<file path="config.mk">
export PLATFORM = sky130hd
export DESIGN_NAME = seg7_scan_driver
export DESIGN_NICKNAME = d
export VERILOG_FILES = /design/src/rtl/seg7_pkg.sv /design/src/rtl/seg7_hex_decode.sv /design/src/rtl/seg7_scan_driver.sv
export SDC_FILE = /design/constraint.sdc
export NUM_CORES = 1
export LEC_CHECK = 0
export ABC_AREA = 1
export CORE_UTILIZATION = 50
export CTS_BUF_LIST = sky130_fd_sc_hd__clkbuf_8
export DETAILED_ROUTE_END_ITERATION = 10
export GPL_ROUTABILITY_DRIVEN = 0
export HOLD_SLACK_MARGIN = 0.1
export PLACE_DENSITY = 0.71
export SETUP_SLACK_MARGIN = 0.05
export SYNTH_ARGS = -nofsm -noshare
export SYNTH_HDL_FRONTEND = slang
export SYNTH_HIERARCHICAL = 1
export SYNTH_SLANG_ARGS = --single-unit
</file>
<file path="constraint.sdc">
create_clock -name src_clk -period 6.7 [get_ports src_clk]
set_input_delay 1.34 -clock src_clk [delete_from_list [all_inputs] [get_ports src_clk]]
set_output_delay 1.34 -clock src_clk [all_outputs]
set_load 0.02 [all_outputs]
</file>
<file path="src/rtl/seg7_pkg.sv">
// Shared constants for the seven-segment display blocks: dark pattern, hex glyph table and
// the brightness step shift.
package seg7_pkg;

   localparam logic [7:0] SEG_OFF = 8'hFF;

   // A slot is divided into 16 brightness steps
   localparam int unsigned BRIGHT_SHIFT = 4;

   // Active-low {G,F,E,D,C,B,A} glyphs, indexed by hex value (entry 0 is the rightmost field)
   localparam logic [15:0][6:0] SEG_TABLE = {
      7'h0E, 7'h06, 7'h21, 7'h46, 7'h03, 7'h08, 7'h18, 7'h00,
      7'h78, 7'h02, 7'h12, 7'h19, 7'h30, 7'h24, 7'h79, 7'h40
   };

   function automatic logic [6:0] hex_to_seg(input logic [3:0] hex);
      return SEG_TABLE[hex];
   endfunction

endpackage

</file>
<file path="src/rtl/seg7_hex_decode.sv">
// Combinational hex-to-seven-segment decoder, active-low {G..A}.
module seg7_hex_decode
   import seg7_pkg::*;
(
   input  logic [3:0] hex_i,
   output logic [6:0] seg_n_o
);

   assign seg_n_o = hex_to_seg(hex_i);

endmodule

</file>
<file path="src/rtl/seg7_scan_driver.sv">
// N-digit multiplexed seven-segment driver with self-timed scan, frame-coherent input
// snapshot, per-digit blank/blink/dp and global brightness.
module seg7_scan_driver
   import seg7_pkg::*;
#(
   parameter int unsigned NUM_DIGITS   = 4,
   parameter int unsigned CLK_DIV      = 100000,
   parameter int unsigned BLINK_FRAMES = 64
) (
   input  logic                    src_clk,
   input  logic                    src_rst,
   input  logic [4*NUM_DIGITS-1:0] digit_vals,
   input  logic [NUM_DIGITS-1:0]   dp,
   input  logic [NUM_DIGITS-1:0]   blank,
   input  logic [NUM_DIGITS-1:0]   blink,
   input  logic [3:0]              brightness,
   output logic [NUM_DIGITS-1:0]   anode,
   output logic [7:0]              segment,
   output logic                    frame_tick
);

   localparam int unsigned SlotW = $clog2(CLK_DIV);
   localparam int unsigned DigW  = (NUM_DIGITS > 1) ? $clog2(NUM_DIGITS) : 1;
   localparam int unsigned FrW   = (BLINK_FRAMES > 1) ? $clog2(BLINK_FRAMES) : 1;
   localparam int unsigned Step  = CLK_DIV >> BRIGHT_SHIFT;

   logic [SlotW-1:0]        slot_cnt_q, slot_cnt_d;
   logic [DigW-1:0]         dig_idx_q, dig_idx_d;
   logic [FrW-1:0]          frame_cnt_q, frame_cnt_d;
   logic                    blink_ph_q, blink_ph_d;
   logic [4*NUM_DIGITS-1:0] vals_q, vals_d;
   logic [NUM_DIGITS-1:0]   dp_q, dp_d, blank_q, blank_d, blink_q, blink_d;
   logic [3:0]              bright_q, bright_d;
   logic [NUM_DIGITS-1:0]   anode_q, anode_d;
   logic [7:0]              segment_q, segment_d;
   logic                    frame_tick_q, frame_tick_d;

   logic        slot_last, dig_last, frame_start, frame_end, lit;
   logic [3:0]  val_sel;
   logic [6:0]  seg_dec;
   logic [31:0] on_limit;

   always_comb begin
      slot_last   = (slot_cnt_q == SlotW'(CLK_DIV - 1));
      dig_last    = (dig_idx_q == DigW'(NUM_DIGITS - 1));
      frame_start = (slot_cnt_q == '0) && (dig_idx_q == '0);
      frame_end   = slot_last && dig_last;

      slot_cnt_d = slot_last ? '0 : slot_cnt_q + 1'b1;
      dig_idx_d  = dig_idx_q;
      if (slot_last) begin
         dig_idx_d = dig_last ? '0 : dig_idx_q + 1'b1;
      end

      frame_cnt_d = frame_cnt_q;
      blink_ph_d  = blink_ph_q;
      if (frame_end) begin
         if (frame_cnt_q == FrW'(BLINK_FRAMES - 1)) begin
            frame_cnt_d = '0;
            blink_ph_d  = ~blink_ph_q;
         end else begin
            frame_cnt_d = frame_cnt_q + 1'b1;
         end
      end

      vals_d   = frame_start ? digit_vals : vals_q;
      dp_d     = frame_start ? dp         : dp_q;
      blank_d  = frame_start ? blank      : blank_q;
      blink_d  = frame_start ? blink      : blink_q;
      bright_d = frame_start ? brightness : bright_q;
   end

   assign val_sel = vals_d[{dig_idx_q, 2'b00} +: 4];

   seg7_hex_decode u_hex_decode (
      .hex_i   (val_sel),
      .seg_n_o (seg_dec)
   );

   // Outputs lag the counters by one cycle, so the last count of a slot is what lands on
   // slot_cnt 0 and forms the dark gap between digits. Using the *_d snapshot lets the
   // first slot of a frame already show the freshly captured values.
   always_comb begin
      on_limit = (32'(bright_d) + 32'd1) * Step;
      lit      = !blank_d[dig_idx_q] && !(blink_d[dig_idx_q] && blink_ph_q)
                 && (32'(slot_cnt_q) < on_limit) && !slot_last;
      anode_d      = lit ? ~({{(NUM_DIGITS - 1){1'b0}}, 1'b1} << dig_idx_q) : '1;
      segment_d    = lit ? {~dp_d[dig_idx_q], seg_dec} : SEG_OFF;
      frame_tick_d = frame_start;
   end

   always_ff @(posedge src_clk or posedge src_rst) begin
      if (src_rst) begin
         slot_cnt_q   <= '0;
         dig_idx_q    <= '0;
         frame_cnt_q  <= '0;
         blink_ph_q   <= 1'b0;
         vals_q       <= '0;
         dp_q         <= '0;
         blank_q      <= '0;
         blink_q      <= '0;
         bright_q     <= '0;
         anode_q      <= '1;
         segment_q    <= SEG_OFF;
         frame_tick_q <= 1'b0;
      end else begin
         slot_cnt_q   <= slot_cnt_d;
         dig_idx_q    <= dig_idx_d;
         frame_cnt_q  <= frame_cnt_d;
         blink_ph_q   <= blink_ph_d;
         vals_q       <= vals_d;
         dp_q         <= dp_d;
         blank_q      <= blank_d;
         blink_q      <= blink_d;
         bright_q     <= bright_d;
         anode_q      <= anode_d;
         segment_q    <= segment_d;
         frame_tick_q <= frame_tick_d;
      end
   end

   assign anode      = anode_q;
   assign segment    = segment_q;
   assign frame_tick = frame_tick_q;

endmodule
</file>
# == Word level (Yosys, flattened, before mapping) ==
# Memories as Yosys holds them, arrays and structs flattened.
# Cells that the tools add are included.
# classes
addsub,4
multipliers,1
magnitude_cmp,3
n_eq_ne,3
n_shift,2
muxes,17
bitwise_logic,3
reduce_logical,12
# ops
operator,count
$mux 4,5
$lt 17x18->1,1
$add 17x1->17 const B,1
$eq 17x17->1 const B,1
$logic_not 17->1,1
$mul 5x12->17 const B,1
$mux 17,1
$mux 16,1
$shiftx 16x5->4,1
$mux 8,1
$mux 7,1
$add 6x1->6 const B,1
$bmux 1 s2,3
$eq 6x6->1 const B,1
$logic_and 1x1->1,6
$mux 6,1
$add 4x1->5 const B,1
$lt 4x5->1 const B,1
$not 4->4,1
$shl 1x2->4 const A,1
$logic_not 1->1,3
$lt 2x3->1 const B,1
$mux 1,3
$add 2x1->2 const B,1
5 further kinds,6
# word_totals
register_bits,71
romBits,112
input_bits,34
output_inout_bits,13
wordCells,58
mem_count,1
# memory_table
name,words,word_bits,read_ports,rd_ports_with_merged_regs,wr,line_no,source
(no name shown),16,7,1,0,0,seg7_pkg.sv:17,return SEG_TABLE[hex];

# == Logic depth before layout (Yosys ltp) ==
# logic_depth
depth_word,11
mapped_depth,36
depth_no_buf,34

# == Modules after synthesis ==
# The synthesis kept the hierarchy.
# modules_own_cells
mod,instances,cells_per_inst,area_each_um2
seg7_scan_driver,1,597,4849.7
seg7_hex_decode,1,52,310.3

# == Least setup slack after synthesis ==
# OpenSTA, ideal clock, no wires.
# synth_timing
kind,flip-flop to flip-flop
startpoint,register dig_idx_q[0]
endpoint,register anode_q[0] (netlist: anode[0])
setup_time_ns,0.081
t_arrival_ns,5.190
required_ns,6.619
slack_ns,1.429
stages_incl_launch_ff,34
path_buffers,3
path_cell_list,dfrtp_1 > clkinv_1 > clkbuf_1 > ha_1 > nand3_1 > inv_1 > nand3_2 > buf_6 > nand2_1 > nand2_1 > ha_1 > nand2_1 > nor2_1 > ha_1 > xnor2_1 > ha_1 > ha_1 > ha_1 > nand3_1 > nand2_1 > nand2_1 > nand2_1 > inv_1 > o21bai_1 > nand3_1 > nand2_1 > xnor2_1 > ha_1 > a21oi_1 > nand3b_1 > nand3_2 > nor2_4 > buf_8 > nand3_2
# synth_rtl
item,line_no,source
from (decl),seg7_scan_driver.sv:28,"logic [DigW-1:0] dig_idx_q, dig_idx_d;"
from (signal assigned),seg7_scan_driver.sv:108,dig_idx_q <= dig_idx_d;
$logic_not 2->1,seg7_scan_driver.sv:46,frame_start = (slot_cnt_q == '0) && (dig_idx_q == '0);
$logic_and 1x1->1,seg7_scan_driver.sv:46,
$mux 4,seg7_scan_driver.sv:70,bright_d = frame_start ? brightness : bright_q;
via bright_d[1],seg7_scan_driver.sv:33,"logic [3:0] bright_q, bright_d;"
$add 4x1->5,seg7_scan_driver.sv:84,on_limit = (32'(bright_d) + 32'd1) * Step;
$mul 5x12->17,seg7_scan_driver.sv:84,
$lt 17x18->1,seg7_scan_driver.sv:86,&& (32'(slot_cnt_q) < on_limit) && !slot_last;
$logic_and 1x1->1 (2 in series),seg7_scan_driver.sv:86,
$mux 4,seg7_scan_driver.sv:87,"anode_d = lit ? ~({{(NUM_DIGITS - 1){1'b0}}, 1'b1} << dig_idx_q) : '1;"
via anode_d[0],seg7_scan_driver.sv:34,"logic [NUM_DIGITS-1:0] anode_q, anode_d;"
to (signal assigned),seg7_scan_driver.sv:116,anode_q <= anode_d;
to (decl),seg7_scan_driver.sv:34,
# The timed path passes the listed nets, and every way through them passes these cells. The select of a mux whose other input is x is not followed.
# A chain may end at the register's enable or synchronous reset.

# == Worst setup path after layout ==
# layout_timing
startpoint,register dig_idx_q[1]
endpoint,register anode_q[3] (netlist: anode[3])
# The elaborated chain is that of the path after synthesis.

==> qor.yml <==
postCtsSetupRepairBufs: 0
crit_top_cell: "ha_1"
synth_seq_area_share_pct: 34.72
clock.fmax_ghz: 0.1674
cts_tree: "done"
sw_frac_of_total_pct: 29.79
slew_violations: 0
max_stage_delay_ns: 0.52
rows: 36
cts_resized: 0
syn-cell-area_sq_mm: 0.005160
cts_buffer_depth: 2
grt_pass1_vias: 4232
ff2ff_path_depth: 27
cts_htree_levels: 3
dp_cells: 823
die_x_um: 103.6
track_usage_pct: 22.43
crit_buf_inv: 3
hpwlAfterDp_um: 8649
design.die.area_sq_mm: 0.01073
internal_power_mw: 0.7757
cp_data_arrival_time_ns: 6.24
firstDrtPassIters: 7
layoutNonFillerInstCount: 839
core_sq_mm: 0.009910
status: "complete, no violations"
setup-tns-final_ns: 0
drt-total-wl_um: 11250
mostFrequentLayoutCell: "nand2_1"
rsz0062_at_grt: "no"
clk_pin_slew_ns: 0.08
syn_avg_cell_area_sq_um: 7.951
yosys_most_used_dff: "dfrtp_1"
numClockSinks: 71
overflow: 0
pwr-share-seq_pct: 40.6
final_nets: 797
hold_depth: 2
slew_headroom_pct: 22.87
cp_slowest_cell: "dfrtp_1"
io_buffers: 46
drc: 0
ys_warn_count: 6
path_depth: 27
skew_ns: 0.01184
async_flop_share_pct: 100.0
vdd.ir_drop.worst_mv: 0.1401
drive_gt1_share_pct: 11.47
via_count: 4293
synthDistinctLibCells: 46
power_switching_mw: 0.3292
clock_power_share_pct: 35.5
worst_pin_slew_ns: 1.157
io_pins: 47
clockRootBuffer: "clkbuf_8"
comb_power_share_pct: 23.9
drt_iter0_drc: 196
ant_nets: 0
synth_cells: 649
avgViaCountPerCell: 5.117
antenna_found_initial: 0
p_per_area_mw_per_mm2: 185.4
synth_area_leaders: "dfrtp_1 (29%), ha_1 (15%), nand2_1 (13%)"
avgRoutedWirePerCell_um: 13.41
fin_crit_ns: 5.975
start_util_pct: 52.07
holdBufCountCts: 0
ys_seq_elements: 71
crit_family: "adder cells"
setup_violations: 0
worstHoldPathType: "reg2reg"
worst-setup-path-type: "reg2reg"
die_h_um: 103.6
synth_top_area_share_pct: 28.61
finalHoldViolCount: 0
p_leak_nw: 3.152
grt_start_max_net_pins: 72
clk_latency_ns: 0.35
grt_pass1_wl_um: 19520
syn_to_final_growth_pct: 15.47
cp_max_fo: 12
synth_largest_area_cell: "dfrtp_1"
cts_inserted_buffers: 9
finalCritPeriodShare_pct: 89.19
synth_edf_count: 0
synth_fp_nets: 745
worstPathRequired_ns: 6.96
crit_path_start_kind: "register"
cap_viol_max_count: 0
layout_common_cells: "nand2_1 (173), inv_1 (90), ha_1 (61), dfrtp_1 (59), clkdlybuf4s50_1 (46)"
diodes: 0
crit_path_end_kind: "register"
[per-stage QoR]
step                hold slack (ns)  area, sq um  worst slack [ns]  power, mW  util (%)
detailed placement           0.4613         5736            0.4616     0.7198     57.88
floorplan                    0.4367         5160             1.429     0.6470         -
global route                 0.4961         5958            0.1546      1.171     60.13
global placement             0.4505         5736            0.6399     0.7092     57.88
finish                       0.4787         5958            0.7246      1.105     60.13
CTS                          0.4780         5958            0.7254      1.113     60.13
[worst register-to-register path: stages, from the launching register on]
cell,delay [ns]
dfrtp_1,0.52
clkinv_1,0.12
ha_1,0.19
nand3_1,0.20
inv_1,0.18
nand3_2,0.25
inv_1,0.14
nand2_1,0.06
nand2_1,0.20
ha_1,0.23
nand2_1,0.06
nor2_1,0.29
ha_1,0.30
ha_1,0.34
ha_1,0.31
ha_1,0.38
a21oi_1,0.27
nand2_1,0.08
a21oi_1,0.27
o21ai_0,0.14
a31oi_1,0.19
xor2_1,0.12
ha_1,0.19
a21oi_1,0.13
nand3b_1,0.13
nand3_2,0.09
nor2_4,0.36
nand3_1,0.13
[cell usage after synthesis (all sizes together) (2+ instances only)]
master and n:
inv 96, nand4 14, nor2 47, ha 61
a31o 2, clkbuf 2, nand2 181, a31oi 4
nand3b 4, o21bai 2, and2 4, xor2 12
buf 9, xnor2 8, o22ai 4, a21boi 4
nor4 4, nand3 58, dfstp 12, o21ai 26
dfrtp 59, clkinv 2, nor3 12, a21oi 16
[sequential cells by signal, indices dropped and copies added (netlist names), 6 cells and up]
signal and cells:
vals_q 16, slot_cnt_q 17, segment 8, frame_cnt_q 6
[cell families after synthesis]
kind of cell             after synthesis  synth area share [%]
adder cells (fa/ha/maj)               62                 15.18
AND/OR/NAND/NOR                      325                 30.48
flip-flops                            71                 34.72
AO/OA/AOI/OAI                         62                 7.081
XOR/XNOR                              20                 3.395
buffers and inverters                109                 9.142
[area by class of cell]
cell class / instances / area (sq um)
clock buffer: 10 / 137.6
inverter: 98 / 375.4
clock inverter: 6 / 85.08
fill: 874 / 3951
sequential: 71 / 1792
timing repair buffer: 52 / 505.5
multi-input combinational: 469 / 2897
tap: 133 / 166.4
[routing by layer]
metal / global-route usage [%] / wire, um / vias up
li1: - / - / 2207
met1: 29.29 / 5199 / 1975
met2: 38.26 / 5490 / 97
met3: 3.398 / 387 / 14
met4: 6.936 / 173 / 0
met5: 0 / 0 / -
[path summary, 6_finish.rpt]
check	slack, ns	from	endpoint
setup / recovery	0.72	dig_idx_q[1]	anode[3]
hold / removal	0.48	vals_q[13]	vals_q[13]
setup reg to reg	0.72	dig_idx_q[1]	anode[3]
hold reg to reg	0.48	vals_q[13]	vals_q[13]
max in group asynchronous	4.57	src_rst	vals_q[15]
min in group asynchronous	1.58	src_rst	blink_q[1]
[power groups by stage]
| stage | logic, mW | registers, mW | clock network (mW) |
|---|---|---|---|
| global placement | 0.253 | 0.456 | 0 |
| floorplan | 0.185 | 0.462 | 0 |
| detailed placement | 0.263 | 0.457 | 0 |
| CTS | 0.265 | 0.449 | 0.399 |
| finish | 0.264 | 0.449 | 0.392 |
| global route | 0.302 | 0.450 | 0.419 |
Power figures use the tool's default switching activity.
==> RTL edit 1 (same flow settings) <==
`dp_q` no longer has a reset.
--- a/src/rtl/seg7_scan_driver.sv
+++ b/src/rtl/seg7_scan_driver.sv
@@ -98,3 +98,2 @@
          vals_q       <= '0;
-         dp_q         <= '0;
          blank_q      <= '0;
@@ -111,3 +110,2 @@
          vals_q       <= vals_d;
-         dp_q         <= dp_d;
          blank_q      <= blank_d;
@@ -121,2 +119,6 @@
 
+   always_ff @(posedge src_clk) begin
+      dp_q <= dp_d;
+   end
+
    assign anode      = anode_q;
Check against the original RTL: no difference found for any inputs over 10 cycles, from zero or initial values and one cycle with src_rst high; that may be too few to reach the edited logic, so the function may still have changed.
==> RTL edit 1 against the unedited design <==
- power fell by 1.7%
- final area fell by 0.34%
- register-to-register slack improved by 0.27 ns
- synthesized area fell by 0.39%
- setup slack improved by 0.22 ns
- largest cell class unchanged
- sequential share of layout area fell by 0.24 points
- sequential cell count did not move
- worst hold slack got worse by 0.0020 ns
- largest power group unchanged
- routed wire length rose by 0.37%
==> RTL edit 1: results (changes against the unedited design) <==
placement:
  port_buffers: 46  # unchanged
  hpwl_um: 8500  # -1.7%
cells_and_area:
  antenna_cells: 0  # unchanged
  largest_reg_flops: 17  # unchanged
  regMostFlops: "slot_cnt_q"
  num-fill-cells: 863  # -1.3%
  drive_gt1_share_pct: 11.5  # -0.016 points
  nNetsFinal: 798  # +0.13%
cts:
  post_cts_buffers: 0  # unchanged
  clock_latency_ns: 0.36
  numCtsBuffers: 9  # unchanged
  ctsHtreeMaxLevel: 3  # unchanged
  clkSlewWorstSetupHoldPaths_ns: 0.08  # about the same
  root_buffer: "clkbuf_8"
  max-clock-path-buffers: 2  # unchanged
  cts.repair.resized: 0  # unchanged
hold_path:
  hold_depth: 2  # unchanged
  min_to: "vals_q[13]"
  hold_class: "reg2reg"
  hold_start: "vals_q[13]"
drt:
  dr.first_iter.drc_count: 126  # -36%
  met1Wirelength_um: 4950  # -4.8%
  wl_met2_um: 5480  # -0.27%
  post_drt_wl_per_cell_um: 13.4  # +0.25%
  dr.max_layer_used: "met4"
  met3_length_um: 620  # +60%
  num_vias: 4356  # +1.5%
  firstDrtPassIters: 4  # -3
critical_path:
  worstPathMaxFanout: 12  # unchanged
  slowest_delay_ns: 0.45  # -0.07 ns
  setup.worst_path.start: "brightness[0]"
  regToRegEndpoint: "segment[7]"
  worst_path_max_delay_cell: "clkdlybuf4s50_1"
  r2r_slack_ns: 0.99  # +0.27 ns
  crit_arrival_ns: 6.03  # -0.21 ns
  timing.rr.start: "dig_idx_q[1]"
  rr_worst_depth: 30  # +11%
  cp_top_family: "simple AND/OR/NAND/NOR gates"
yosys:
  synth.distinct_cells: 47  # +2.2%
  synth.cells.most_frequent: "nand2_1 (173), inv_1 (90), ha_1 (61)"
  synth_nets: 745  # unchanged
  seq_area_frac_synth_pct: 34.5  # -0.25 points
  async_reset_ff_share_pct: 94.4  # -5.6 points
  synth.area.top_cells: "dfrtp_1 (27%), ha_1 (15%), nand2_1 (13%), inv_1 (6.6%), dfstp_2 (6.1%)"
  synth_warnings: 6  # unchanged
outcome:
  outcome: "finished clean"
global_route:
  grt_antenna_before_repair: 0  # unchanged
  grt_pass1_vias: 4208  # -0.57%
  grt_first_pass_wirelength_um: 19000  # -2.5%
  grt_usage_pct: 23.4  # +0.97 points
  grt_max_degree: 68  # -5.6%
sta:
  tightest_slew_ns: 1.23  # +0.0751 ns
  fin_skew_ns: 0.0133  # +0.00143 ns
  holdWs_ns: 0.477  # -0.00196 ns
power_and_ir_drop:
  leakage_uw: 0.00314  # -0.45%
  ir_drop_v: 0.000118  # -16%
## RTL edit 1: how the worst max path moves through the flow
| stage | endpoint | cells past startpoint |
|---|---|---|
| floorplan | anode[0] | 33 |
| global placement | anode[3] | 27 |
| detailed placement | segment[7] | 26 |
| CTS | segment[7] | 26 |
| global route | segment[7] | 31 |
| finish | segment[7] | 26 |
## RTL edit 1: final cells by class
cell class / instances / share of cell area [%]
multi-input combinational: 469 / 48.8
sequential: 71 / 29.8
timing repair buffer: 53 / 8.64
inverter: 98 / 6.32
tap: 133 / 2.80
clock buffer: 9 / 2.09
clock inverter: 7 / 1.54
## RTL edit 1: logic make-up after synthesis
family	share of synthesized area (%)
simple gates	30.6
compound gates	7.11
buf+inv	9.18
xor+xnor	3.41
fa+ha+maj	15.2
flops	34.5
## RTL edit 1: stage by stage
| stage | worst slack, ns | utilization [%] | instance area, um^2 | cells | total power (uW) |
|---|---|---|---|---|---|
| after floorplan | 1.43 | - | 5140 | 649 | 646 |
| after global placement | 0.758 | 58.0 | 5720 | 824 | 709 |
| after detailed placement | 0.612 | 58.0 | 5720 | 824 | 716 |
| after CTS | 0.963 | 60.2 | 5940 | 840 | 1100 |
| after global routing | 0.501 | 60.2 | 5940 | 840 | 1150 |
| final | 0.940 | 60.2 | 5940 | 840 | 1090 |
## RTL edit 1: where the power goes
part | switching (uW) | total (uW) | internal, uW
Clock | 169 | 376 | 207
Combinational | 151 | 262 | 111
Sequential | 3.58 | 448 | 445
Total | 323 | 1090 | 763
## RTL edit 1: routing by layer
metal  GRT usage [%]  up-vias
met3            4.50       19
met4            9.43        0
li1                -     2209
met2            40.8      110
met1            28.4     2018
met5               0        -
==> RTL edit 2 (same settings) <==
Made on the original files. Change the parameter `NUM_DIGITS` from 4 to 8.
--- a/src/rtl/seg7_scan_driver.sv
+++ b/src/rtl/seg7_scan_driver.sv
@@ -5,3 +5,3 @@
 #(
-   parameter int unsigned NUM_DIGITS   = 4,
+   parameter int unsigned NUM_DIGITS   = 8,
    parameter int unsigned CLK_DIV      = 100000,
Interface: changed (5 resized); port bits go from 47 to 79. The function was not compared with the original's and may differ.
==> RTL edit 2 against the unedited design <==
- sequential power increased by 47%
- clock power decreased by 7.7%
- critical endpoint unchanged
- synthesized area increased by 35%
- sequential cell count increased by 33
- routed wire length increased by 34%
- clock skew increased by 0.0031 ns
- power increased by 19%
- setup slack improved by 0.23 ns
- first-iteration DRC count increased by 93%
- final area increased by 35%
- highest routed layer unchanged
==> RTL edit 2: results (changes against the unedited design) <==
yosys:
  synth_compound_area_share_pct: 6.57  # -0.52 points
  synth.cells.most_frequent: "nand2_1 (198), inv_1 (139), dfrtp_1 (88)"
  synth.distinct_cells: 48  # +4.3%
  synth_fa_ha_area_share_pct: 11.4  # -3.8 points
  synth.area.mux_share_pct: 0.735  # +0.74 points
  synth-xor-area-share_pct: 2.74  # -0.65 points
  synth_nets: 991  # +33%
  synth.area.top_cells: "dfrtp_1 (32%), ha_1 (11%), nand2_1 (11%), inv_1 (7.5%), dfstp_2 (6.0%)"
cts:
  clock_latency_ns: 0.38  # +0.03 ns
  max-clock-path-buffers: 2  # unchanged
  clkSlewWorstSetupHoldPaths_ns: 0.10  # +0.02 ns
global_route:
  grt_max_degree: 60  # -17%
  grt_pass1_vias: 5535  # +31%
  grt_usage_pct: 22.9  # +0.48 points
drt:
  post_drt_wl_per_cell_um: 13.5  # +0.62%
  wl_um: 15100  # +34%
  firstDrtPassIters: 5  # -2
  dr.first_iter.drc_count: 378  # +93%
  vias_per_cell: 5.01  # -2.1%
critical_path:
  rr_worst_depth: 29  # +7.4%
  crit_arrival_ns: 6.06  # -0.18 ns
  worst_path_max_delay_cell: "nor2_4"
  worstPathMaxFanout: 18  # +6
sta:
  fin_skew_ns: 0.0149  # +0.00309 ns
  max_slew_margin_pct: 50.8  # +28 points
hold_path:
  hold_depth: 1  # -1
placement:
  port_buffers: 78  # +70%
  pre_cts_slack_ns: 0.594  # +0.132 ns
  hpwl_um: 11000  # +28%
outcome:
  outcome: "finished clean"
cells_and_area:
  nNetsFinal: 1064  # +34%
power_and_ir_drop:
  ir_drop_v: 0.0000854  # -39%
-- RTL edit 2: cell types whose count changed after synthesis, sizes merged, moves of 9 or more --
| cell | delta |
|---|---|
| a21oi | +24 |
| dfrtp | +29 |
| nand4 | +9 |
| buf | +10 |
| nand2 | +26 |
| nand3 | +24 |
| inv | +48 |
| and2 | +41 |
-- RTL edit 2: per-layer routing --
layer  up-vias  share of wire (%)  GRT usage [%]
met4         0                1.7           7.50
met5         -                  0              0
met2       109                 49           39.9
met1      2580                 46           29.3
li1       2905                  -              -
met3        17                4.0           2.95
-- RTL edit 2: power by group --
part	switching (uW)	leakage [uW]	total, uW	internal, uW
sequential	5.77	0.00124	658	652
combinational	162	0.00278	296	134
clock	226	0.0000908	362	135
total	394	0.00411	1320	922
-- RTL edit 2: cell families (layout without fill, tap and decap cells) --
family	Yosys count	count (layout)
AOI/OAI and AO/OA	84	84
xor gates and xnor gates	21	21
adders and majority gates	63	63
buffers and inverters	171	249
DFF	104	104
muxes	5	5
and+or+nand+nor	418	418
-- RTL edit 2: worst max-delay path: cells and delay by family (launching register included) --
kind / cells / cell delay, ns
flip-flops: 1 / 0.39
AO/OA/AOI/OAI: 4 / 0.65
adder cells (fa/ha/maj): 6 / 1.76
XOR/XNOR: 2 / 0.32
AND/OR/NAND/NOR: 12 / 2.08
buffers and inverters: 5 / 0.47
-- RTL edit 2: per-stage QoR --
step                      power, uW  utilization [%]  area [um^2]  cells  hold WS [ns]
after floorplan                 878                -         6980    866         0.432
after global placement          962             58.6         7860   1104         0.457
after CTS                      1330             59.9         8030   1120         0.477
after detailed placement        967             58.6         7860   1104         0.462
final                          1320             59.9         8030   1120         0.474
after global routing           1400             59.9         8030   1120         0.492
-- RTL edit 2: final cells by class --
type	instances	area, um^2
Inverter	146	559
Tap cell	176	220
Clock buffer	9	124
Fill cell	1255	5370
Timing Repair Buffer	87	848
Sequential cell	104	2620
Clock inverter	7	47.5
Multi-Input combinational cell	591	3610
-- RTL edit 2: final timing paths --
check,start,endpoint,slack (ns)
worst max-delay path,dig_idx_q[1],anode[3],0.95
worst min-delay path,slot_cnt_q[0],slot_cnt_q[0],0.47
worst max register to register,dig_idx_q[1],anode[3],0.95
worst min register to register,slot_cnt_q[0],slot_cnt_q[0],0.47
max in group asynchronous,src_rst,dp_q[2],4.16
min in group asynchronous,src_rst,slot_cnt_q[5],1.36
